## config.mk

```make
export PLATFORM = sky130hd
export DESIGN_NAME = nanop_sequencer
export DESIGN_NICKNAME = d
export VERILOG_FILES = /design/src/rtl/nanop_sequencer.sv
export SDC_FILE = /design/constraint.sdc
export NUM_CORES = 1
export LEC_CHECK = 0
export ABC_AREA = 1
export BUFFER_PORTS_ARGS = -buffer_cell sky130_fd_sc_hd__buf_4
export CORE_AREA = 2 2 84 86
export CTS_CLUSTER_DIAMETER = 30
export CTS_CLUSTER_SIZE = 10
export DETAILED_ROUTE_END_ITERATION = 7
export DIE_AREA = 0 0 86 88
export GPL_ROUTABILITY_DRIVEN = 0
export PLACE_DENSITY_LB_ADDON = 0.25
export SLEW_MARGIN = 20
export SYNTH_ARGS = -nofsm -noshare
export SYNTH_HDL_FRONTEND = slang
export SYNTH_SLANG_ARGS = --single-unit
```

## constraint.sdc

```tcl
create_clock -name clk -period 1.5 [get_ports clk]
set_input_delay 0 -clock clk [delete_from_list [all_inputs] [get_ports clk]]
set_output_delay 0 -clock clk [all_outputs]
set_load 0.005 [all_outputs]
```

## src/rtl/nanop_sequencer.sv

```systemverilog
// Fetch/decode/execute sequencer of the nanoprocessor: owns PC, ACC, C/Z flags,
// the memory port and the OUT port; the ALU itself sits outside this block.
module nanop_sequencer #(
    parameter logic [7:0] RESET_PC = 8'h00
) (
    input  logic       clk,
    input  logic       reset_n,
    input  logic       run,
    output logic [7:0] mem_addr,
    input  logic [7:0] mem_rdata,
    output logic [7:0] mem_wdata,
    output logic       mem_we,
    output logic [7:0] alu_I,
    output logic [7:0] alu_op1,
    output logic [7:0] alu_op2,
    output logic       alu_cin,
    input  logic [7:0] alu_out,
    input  logic       alu_cout,
    output logic [7:0] acc,
    output logic       flag_c,
    output logic       flag_z,
    output logic [7:0] out_port,
    output logic       out_valid
);

    localparam logic [7:0] OP_NOP = 8'h00;
    localparam logic [7:0] OP_ADD = 8'h01;
    localparam logic [7:0] OP_SUB = 8'h02;
    localparam logic [7:0] OP_ADC = 8'h03;
    localparam logic [7:0] OP_SBC = 8'h04;
    localparam logic [7:0] OP_ROL = 8'h05;
    localparam logic [7:0] OP_ROR = 8'h06;
    localparam logic [7:0] OP_XOR = 8'h07;
    localparam logic [7:0] OP_AND = 8'h08;
    localparam logic [7:0] OP_OR  = 8'h09;
    localparam logic [7:0] OP_LDA = 8'h0A;
    localparam logic [7:0] OP_STA = 8'h0B;
    localparam logic [7:0] OP_OUT = 8'h0C;
    localparam logic [7:0] OP_JMP = 8'h0D;
    localparam logic [7:0] OP_JNC = 8'h0E;
    localparam logic [7:0] OP_JNZ = 8'h0F;

    typedef enum logic [1:0] {
        ST_IF = 2'd0,
        ST_AF = 2'd1,
        ST_EX = 2'd2
    } state_t;

    state_t     state;
    logic [7:0] pc;
    logic [7:0] i_reg;
    logic [7:0] adr;
    logic [7:0] acc_q;
    logic       c_q;
    logic       z_q;

    // Execute addresses the operand; both fetch phases walk the PC.
    always_comb begin
        mem_addr = pc;
        if (state == ST_EX) begin
            mem_addr = adr;
        end
    end

    assign mem_wdata = acc_q;
    assign alu_I     = i_reg;
    assign alu_op1   = acc_q;
    assign alu_op2   = mem_rdata;
    assign alu_cin   = c_q;
    assign acc       = acc_q;
    assign flag_c    = c_q;
    assign flag_z    = z_q;

    always_ff @(posedge clk or negedge reset_n) begin
        if (!reset_n) begin
            state     <= ST_IF;
            pc        <= RESET_PC;
            i_reg     <= OP_NOP;
            adr       <= 8'h00;
            acc_q     <= 8'h00;
            c_q       <= 1'b0;
            z_q       <= 1'b0;
            out_port  <= 8'h00;
            out_valid <= 1'b0;
            mem_we    <= 1'b0;
        end else begin
            out_valid <= 1'b0;
            mem_we    <= 1'b0;
            case (state)
                ST_IF: begin
                    if (run) begin
                        i_reg <= mem_rdata;
                        pc    <= pc + 8'd1;
                        state <= ST_AF;
                    end
                end
                ST_AF: begin
                    adr    <= mem_rdata;
                    pc     <= pc + 8'd1;
                    // Write strobe is registered so it covers exactly the EX cycle.
                    mem_we <= (i_reg == OP_STA);
                    state  <= ST_EX;
                end
                ST_EX: begin
                    state <= ST_IF;
                    case (i_reg)
                        OP_ADD, OP_SUB, OP_ADC, OP_SBC, OP_ROL, OP_ROR: begin
                            acc_q <= alu_out;
                            c_q   <= alu_cout;
                            z_q   <= (alu_out == 8'h00);
                        end
                        OP_XOR, OP_AND, OP_OR: begin
                            acc_q <= alu_out;
                            z_q   <= (alu_out == 8'h00);
                        end
                        OP_LDA: begin
                            acc_q <= mem_rdata;
                            z_q   <= (mem_rdata == 8'h00);
                        end
                        OP_OUT: begin
                            out_port  <= acc_q;
                            out_valid <= 1'b1;
                        end
                        OP_JMP: pc <= adr;
                        OP_JNC: begin
                            if (!c_q) begin
                                pc <= adr;
                            end
                        end
                        OP_JNZ: begin
                            if (!z_q) begin
                                pc <= adr;
                            end
                        end
                        default: ;
                    endcase
                end
                default: state <= ST_IF;
            endcase
        end
    end

endmodule

```

==> flow_summary.ini, run 1 <==
[layout]
post-route-util_pct = 54.0
area_growth_pct = 39.1
drive_gt1_share_pct = 38.6
fin_cells = 510
nFillCells = 623
diodes = 0
final_area_um2 = 3590
nets = 450

[global_route]
grt_max_degree = 47
gr-total-overflow = 0
antenna_found_initial = 0
grt_pass1_vias = 2191
grt_first_pass_wirelength_mm = 10.5
grt_usage_pct = 17.6

[placed_design]
placed_cell_area_um2 = 3210
io_buffers = 80
place_inst = 490
post-dp-hpwl_mm = 4.92

[die]
die_h_um = 88
dieArea_um2 = 7570
start_util_pct = 38.9
io_pins = 81
num_rows = 30
fp.coreArea_um2 = 6640
chipWidth_um = 86

[synth]
netlist.area_leader.share_pct = 44.6
synth.area.mux_share_pct = 0
synth_top_family_by_area = simple AND/OR/NAND/NOR gates
postSynthRegisterBits = 46
yosysTopAreaCell = dfrtp_1
netlist_area_um2 = 2580
syn_inst = 341
synth_compound_area_share_pct = 9.45
synthTopCellsByArea = dfrtp_1, nand2_1, buf_4
syn_avg_cell_area_um2 = 7.57
synth_xor_area_share_pct = 0
synthAdderAreaFrac_pct = 0.485
ys_seq_area_share_pct = 44.6
yosys.area_share.simple_pct = 30.7
yosys_warnings = 0
syn-num-nets = 362
synthDistinctLibCells = 26

[cts]
clockRootBuffer = clkbuf_8
path_clk_slew_ns = 0.09
cts_tree = yes
clock_sinks = 46
cts_max_level = 2
insertion_delay_ns = 0.30
cts_buffer_depth = 2
cts_buffers = 5

[hold_path]
hold_depth = 5
timing.hold.worst_endpoint = acc[6]$_DFFE_PN0P_
hold_path_class = in2reg
min_from = mem_rdata[6]

[setup_path]
r2r_setup_slack_ns = 0.03
worstPathArrival_ns = 1.67
crit_fanout = 7
crit_slowest_cell = dfrtp_1
worst_setup_path_end_kind = flip-flop
r2r_end = acc[3]$_DFFE_PN0P_
worstPathRequired_ns = 1.70
slowest_delay_ns = 0.40
criticalPathCategory = reg2reg
start_kind = flip-flop
reg2reg_depth = 9
timing.rr.start = alu_I[6]$_DFFE_PN0P_
crit_path_cell_trace = nor2_2 > nand2_2 > buf_6 > nor2_8 > a21oi_4 > nand2_4 > nand2_4 > nand2_1 > nand2_1

[route]
ant_nets = 0
drt_iter0_drc = 117
drtPass1Iterations = 4
drc = 0
wire_per_inst_um = 13.6
wl_mm = 6.92
vias = 2454
routed_via_density = 4.81

[run_status]
outcome = complete, no violations

[timing]
worst_slew_pin_slew_ns = 0.598
setup_violations = 0
rsz0062_at_grt = yes
maxSlewViolCount = 0
maxClockFrequency_mhz = 681
slew_headroom_pct = 60.1
fin_crit_ns = 1.47
fin_skew_ns = 0.0106
period_share_pct = 98.0
hold_viol = 0
final.setup.tns_ns = 0

[power_and_ir_drop]
p_per_area_nw_per_um2 = 1540
totalPowerFinal_mw = 5.53
p_leak_nw = 1.89
vdd_drop_max_mv = 0.969

[flow_run]
maxCapViolCount = 0
[cell usage in the layout, fill, tap and decap left out, types with 2 or more instances in the layout]
master	n
buf_12	2
buf_4	99
buf_6	6
clkbuf_8	5
clkinvlp_4	4
dfrtp_1	41
dfrtp_2	5
dlygate4sd3_1	3
inv_1	34
inv_2	2
nand2_1	111
nand2_2	11
nand2_4	3
nand3_1	20
nand3_2	8
nand4_1	7
nor2_1	10
nor2_2	7
nor2_4	2
o211a_1	2
o21ai_0	30
o21ai_1	2
o21ai_2	5
[cells by family (layout without fill, tap and decap cells)]
| logic type | count (synthesis) | in the layout |
|---|---|---|
| compound gates | 42 | 42 |
| simple gates | 182 | 183 |
| buf+inv | 70 | 158 |
| flops | 46 | 46 |
| fa+ha+maj | 1 | 1 |
[area by class of cell]
cell class,instances,area (um2),area share (%)
Tap cell,80,100,2.79
Timing Repair inverter,2,12.5,0.348
Timing Repair Buffer,110,881,24.5
Clock inverter,3,45.0,1.25
Sequential cell,46,1160,32.2
Inverter,38,149,4.15
Multi-Input combinational cell,226,1180,32.8
Clock buffer,5,68.8,1.92
[registers in the layout, indices dropped and copies added, names as in the netlist]
signal and cells:
acc 8, adr 8, alu_I 8, alu_cin 1, flag_z 1, mem_we 1, out_port 8, out_valid 1
pc 8, state 2
[stage by stage]
step | setup WS [ns] | hold WS [ns]
detailed placement | 0.0585 | 0.0462
CTS | 0.0318 | 0.0590
global route | -0.0600 | 0.0808
global placement | 0.0735 | 0.0453
finish | 0.0305 | 0.0559
floorplan | 0.113 | -0.296
[layer usage]
| metal | routed length [um] | part of all wire (%) | GRT usage [%] | up-vias |
|---|---|---|---|---|
| met2 | 3420 | 49 | 29.9 | 69 |
| met5 | 0 | 0 | 0 | - |
| met3 | 420 | 6.1 | 3.58 | 6 |
| met1 | 3030 | 44 | 23.1 | 1148 |
| met4 | 51 | 0.74 | 4.62 | 0 |
| li1 | - | - | - | 1231 |
[synth_stat cells (all sizes together)]
cell and number:
nand3 29, buf 30, nor3 1, a21oi 1, nand2 125, o211a 2, clkbuf 2, clkinv 1
inv 37, dfrtp 46, o21ai 37, nor2 20, ha 1, nand4 7, o211ai 1, o21a 1
[worst max-delay path, delay by kind of cell, from the launching register on]
family                 cells  cell delay [ns]
flip-flops                 1             0.40
AO/OA/AOI/OAI              1             0.05
AND/OR/NAND/NOR            7             0.77
buffers and inverters      1             0.15
[worst max path at each step]
stage	startpoint	end	slack, ns	depth (start not counted)
after floorplan	alu_I[5]$_DFFE_PN0P_	pc[2]$_DFFE_PN0P_	0.11	9
after global placement	alu_I[2]$_DFFE_PN0P_	acc[5]$_DFFE_PN0P_	0.07	9
after detailed placement	alu_I[1]$_DFFE_PN0P_	acc[3]$_DFFE_PN0P_	0.06	10
after CTS	state[1]$_DFFE_PN0P_	mem_addr[4]	0.03	5
after global routing	alu_I[6]$_DFFE_PN0P_	acc[5]$_DFFE_PN0P_	-0.06	9
final	alu_I[6]$_DFFE_PN0P_	acc[3]$_DFFE_PN0P_	0.03	9
[power by group]
group | total (mW) | switching (mW) | internal (mW) | leakage, nW
Sequential | 2.09 | 0.446 | 1.65 | 0.572
Combinational | 2.50 | 1.14 | 1.36 | 1.26
Clock | 0.933 | 0.437 | 0.496 | 0.0504
Total | 5.53 | 2.02 | 3.51 | 1.89
[repair_timing]
item | in CTS | in global routing
setup buffers | 0 | 6
endpoints found under the setup margin | 0 | 28
hold buffers | 3 | 0
hold endpoints to repair | 48 | 0
resized for setup | 0 | 46
Note: power is estimated with default switching activity, not from simulation.
==> inputs of run 2 (changes only) <==
--- a/config.mk
+++ b/config.mk
@@ -7,11 +7,13 @@
 export LEC_CHECK = 0
 export ABC_AREA = 1
 export BUFFER_PORTS_ARGS = -buffer_cell sky130_fd_sc_hd__buf_4
-export CORE_AREA = 2 2 84 86
+export CELL_PAD_IN_SITES_DETAIL_PLACEMENT = 1
+export CELL_PAD_IN_SITES_GLOBAL_PLACEMENT = 1
+export CORE_AREA = 2 2 88 90
 export CTS_CLUSTER_DIAMETER = 30
 export CTS_CLUSTER_SIZE = 10
 export DETAILED_ROUTE_END_ITERATION = 7
-export DIE_AREA = 0 0 86 88
+export DIE_AREA = 0 0 90 92
 export GPL_ROUTABILITY_DRIVEN = 0
 export PLACE_DENSITY_LB_ADDON = 0.25
 export SLEW_MARGIN = 20
==> flow_summary.ini, run 2 (synthesis results as in run 1) <==
[power_and_ir_drop]
internal-power_mw = 3.47
seqPwrFrac_pct = 37.6
p_sw_share_pct = 37.5
power.switching_mw = 2.08
power.share.combinational_pct = 45.4
vdd_drop_max_mv = 0.504
p_per_area_nw_per_um2 = 1540
p_leak_nw = 1.91
clockPowerShare_pct = 17.1

[timing]
maxSlewViolCount = 0
worst_slew_pin_slew_ns = 0.600
fin_crit_ns = 1.53
setup_ws_ns = -0.0272
slew_headroom_pct = 60.0
hold_viol = 0
maxClockFrequency_mhz = 655
setup_violations = 1
period_share_pct = 102
rsz0062_at_grt = yes
fin_skew_ns = 0.00490

[setup_path]
criticalPathCategory = reg2reg
start_kind = flip-flop
slowest_delay_ns = 0.44
crit_path_cell_trace = buf_4 > o21ai_1 > a21oi_4 > nand2_4 > buf_12 > nand3_1 > nand2_1
crit_fanout = 8
reg2reg_depth = 7
r2r_end = acc[2]$_DFFE_PN0P_
timing.rr.start = alu_I[3]$_DFFE_PN0P_
crit_slowest_cell = dfrtp_1
r2r_setup_slack_ns = -0.03
worstPathArrival_ns = 1.77
worst_setup_path_end_kind = flip-flop
worstPathRequired_ns = 1.74

[route]
wl_mm = 8.11
drtPass1Iterations = 4
vias = 2530
routed_via_density = 4.76
drt_iter0_drc = 59
drc = 0
wire_per_inst_um = 15.2
ant_nets = 0

[placed_design]
io_buffers = 80
place_inst = 514
placed_cell_area_um2 = 3270
post-dp-hpwl_mm = 5.78

[global_route]
grt_pass1_vias = 2550
grt_max_degree = 47
gr-total-overflow = 0
grt_first_pass_wirelength_mm = 12.4
antenna_found_initial = 0
grt_usage_pct = 18.7

[die]
chipWidth_um = 90
num_rows = 32
fp.coreArea_um2 = 7450
start_util_pct = 34.7
io_pins = 81
dieArea_um2 = 8280
die_h_um = 92

[layout]
drive_gt1_share_pct = 36.0
final_cell_mix = nand2_1, buf_4, dfrtp_1
final_common_cell = nand2_1
diodes = 0
final_area_um2 = 3600
area_growth_pct = 39.5
nets = 450
nFillCells = 943
fin_cells = 532

[cts]
path_clk_slew_ns = 0.09
insertion_delay_ns = 0.31
cts_tree = yes
clock_sinks = 46
cts_buffer_depth = 2
cts_buffers = 5
cts_max_level = 2
clockRootBuffer = clkbuf_8

[hold_path]
min_from = mem_rdata[3]
hold_path_class = in2reg
timing.hold.worst_endpoint = adr[3]$_DFFE_PN0P_
hold_depth = 3

[run_status]
outcome = finished with violations
violations = negative setup slack

[flow_run]
maxCapViolCount = 0
-- run 2: cell count changes in the layout (fill, tap and decap cells not counted), moves of 3 or more --
cell and delta:
buf_4 +3, clkinvlp_4 -3, nand2_1 +6, nor2_2 -4, nand2_2 -6, buf_6 -3
-- run 2: worst max-delay path by stage --
stage / slack (ns) / from / to / cells past startpoint
3_3_place_gp: 0.09 / alu_I[2]$_DFFE_PN0P_ / acc[3]$_DFFE_PN0P_ / 9
3_5_place_dp: 0.05 / alu_I[2]$_DFFE_PN0P_ / acc[3]$_DFFE_PN0P_ / 9
2_1_floorplan: 0.11 / alu_I[5]$_DFFE_PN0P_ / pc[2]$_DFFE_PN0P_ / 9
5_1_grt: -0.07 / alu_I[3]$_DFFE_PN0P_ / acc[2]$_DFFE_PN0P_ / 7
4_1_cts: 0.01 / alu_I[2]$_DFFE_PN0P_ / acc[0]$_DFFE_PN0P_ / 9
6_report: -0.03 / alu_I[3]$_DFFE_PN0P_ / acc[2]$_DFFE_PN0P_ / 7
-- run 2: worst max-delay path, delay by kind of cell (launching register included) --
family	cells	cell delay [ns]
compound gates	2	0.39
buf+inv	2	0.32
flops	1	0.44
simple gates	3	0.31
-- run 2: per-layer routing --
layer / wire [um] / track usage (%)
met2: 4140 / 32.5
met5: 0 / 0
met3: 371 / 4.27
met1: 3510 / 23.6
met4: 97 / 4.87
-- run 2: power groups by stage --
| stage | Sequential [mW] | Clock, mW | Combinational [mW] |
|---|---|---|---|
| floorplan | 2.02 | 0 | 1.32 |
| global placement | 2.07 | 0 | 2.28 |
| detailed placement | 2.09 | 0 | 2.36 |
| CTS | 2.07 | 0.968 | 2.38 |
| global route | 2.16 | 1.02 | 2.80 |
| finish | 2.08 | 0.946 | 2.52 |
-- run 2: stage by stage --
stage	worst slack, ns	TNS, ns	utilization, %	power [mW]	hold WS [ns]
2_1_floorplan	0.113	0	-	3.34	-0.296
3_3_place_gp	0.0946	0	43.9	4.35	0.0546
3_5_place_dp	0.0494	0	43.9	4.45	0.0521
4_1_cts	0.0128	0	45.8	5.42	0.0481
5_1_grt	-0.0686	-0.369	48.3	5.97	0.0803
6_report	-0.0272	-0.0272	48.3	5.55	0.0494
-- run 2: timing repair --
action	4_1_cts	5_1_grt
setup buffers	0	4
gates resized for setup	2	33
pin swaps	0	5
hold buffers	3	0
setup endpoints to repair	4	34
cloned	0	3
endpoints found under the hold margin	48	0
-- run 2: area by class of cell --
class                      instances  area, um2  share of cell area (%)
sequential                        46       1160                    32.1
clock inverter                     3       40.0                    1.11
timing repair buffer             111        895                    24.9
multi-input combinational        226       1160                    32.2
clock buffer                       5       68.8                    1.91
inverter                          38        149                    4.14
tap                              102        128                    3.55
timing repair inverter             1       5.00                   0.139
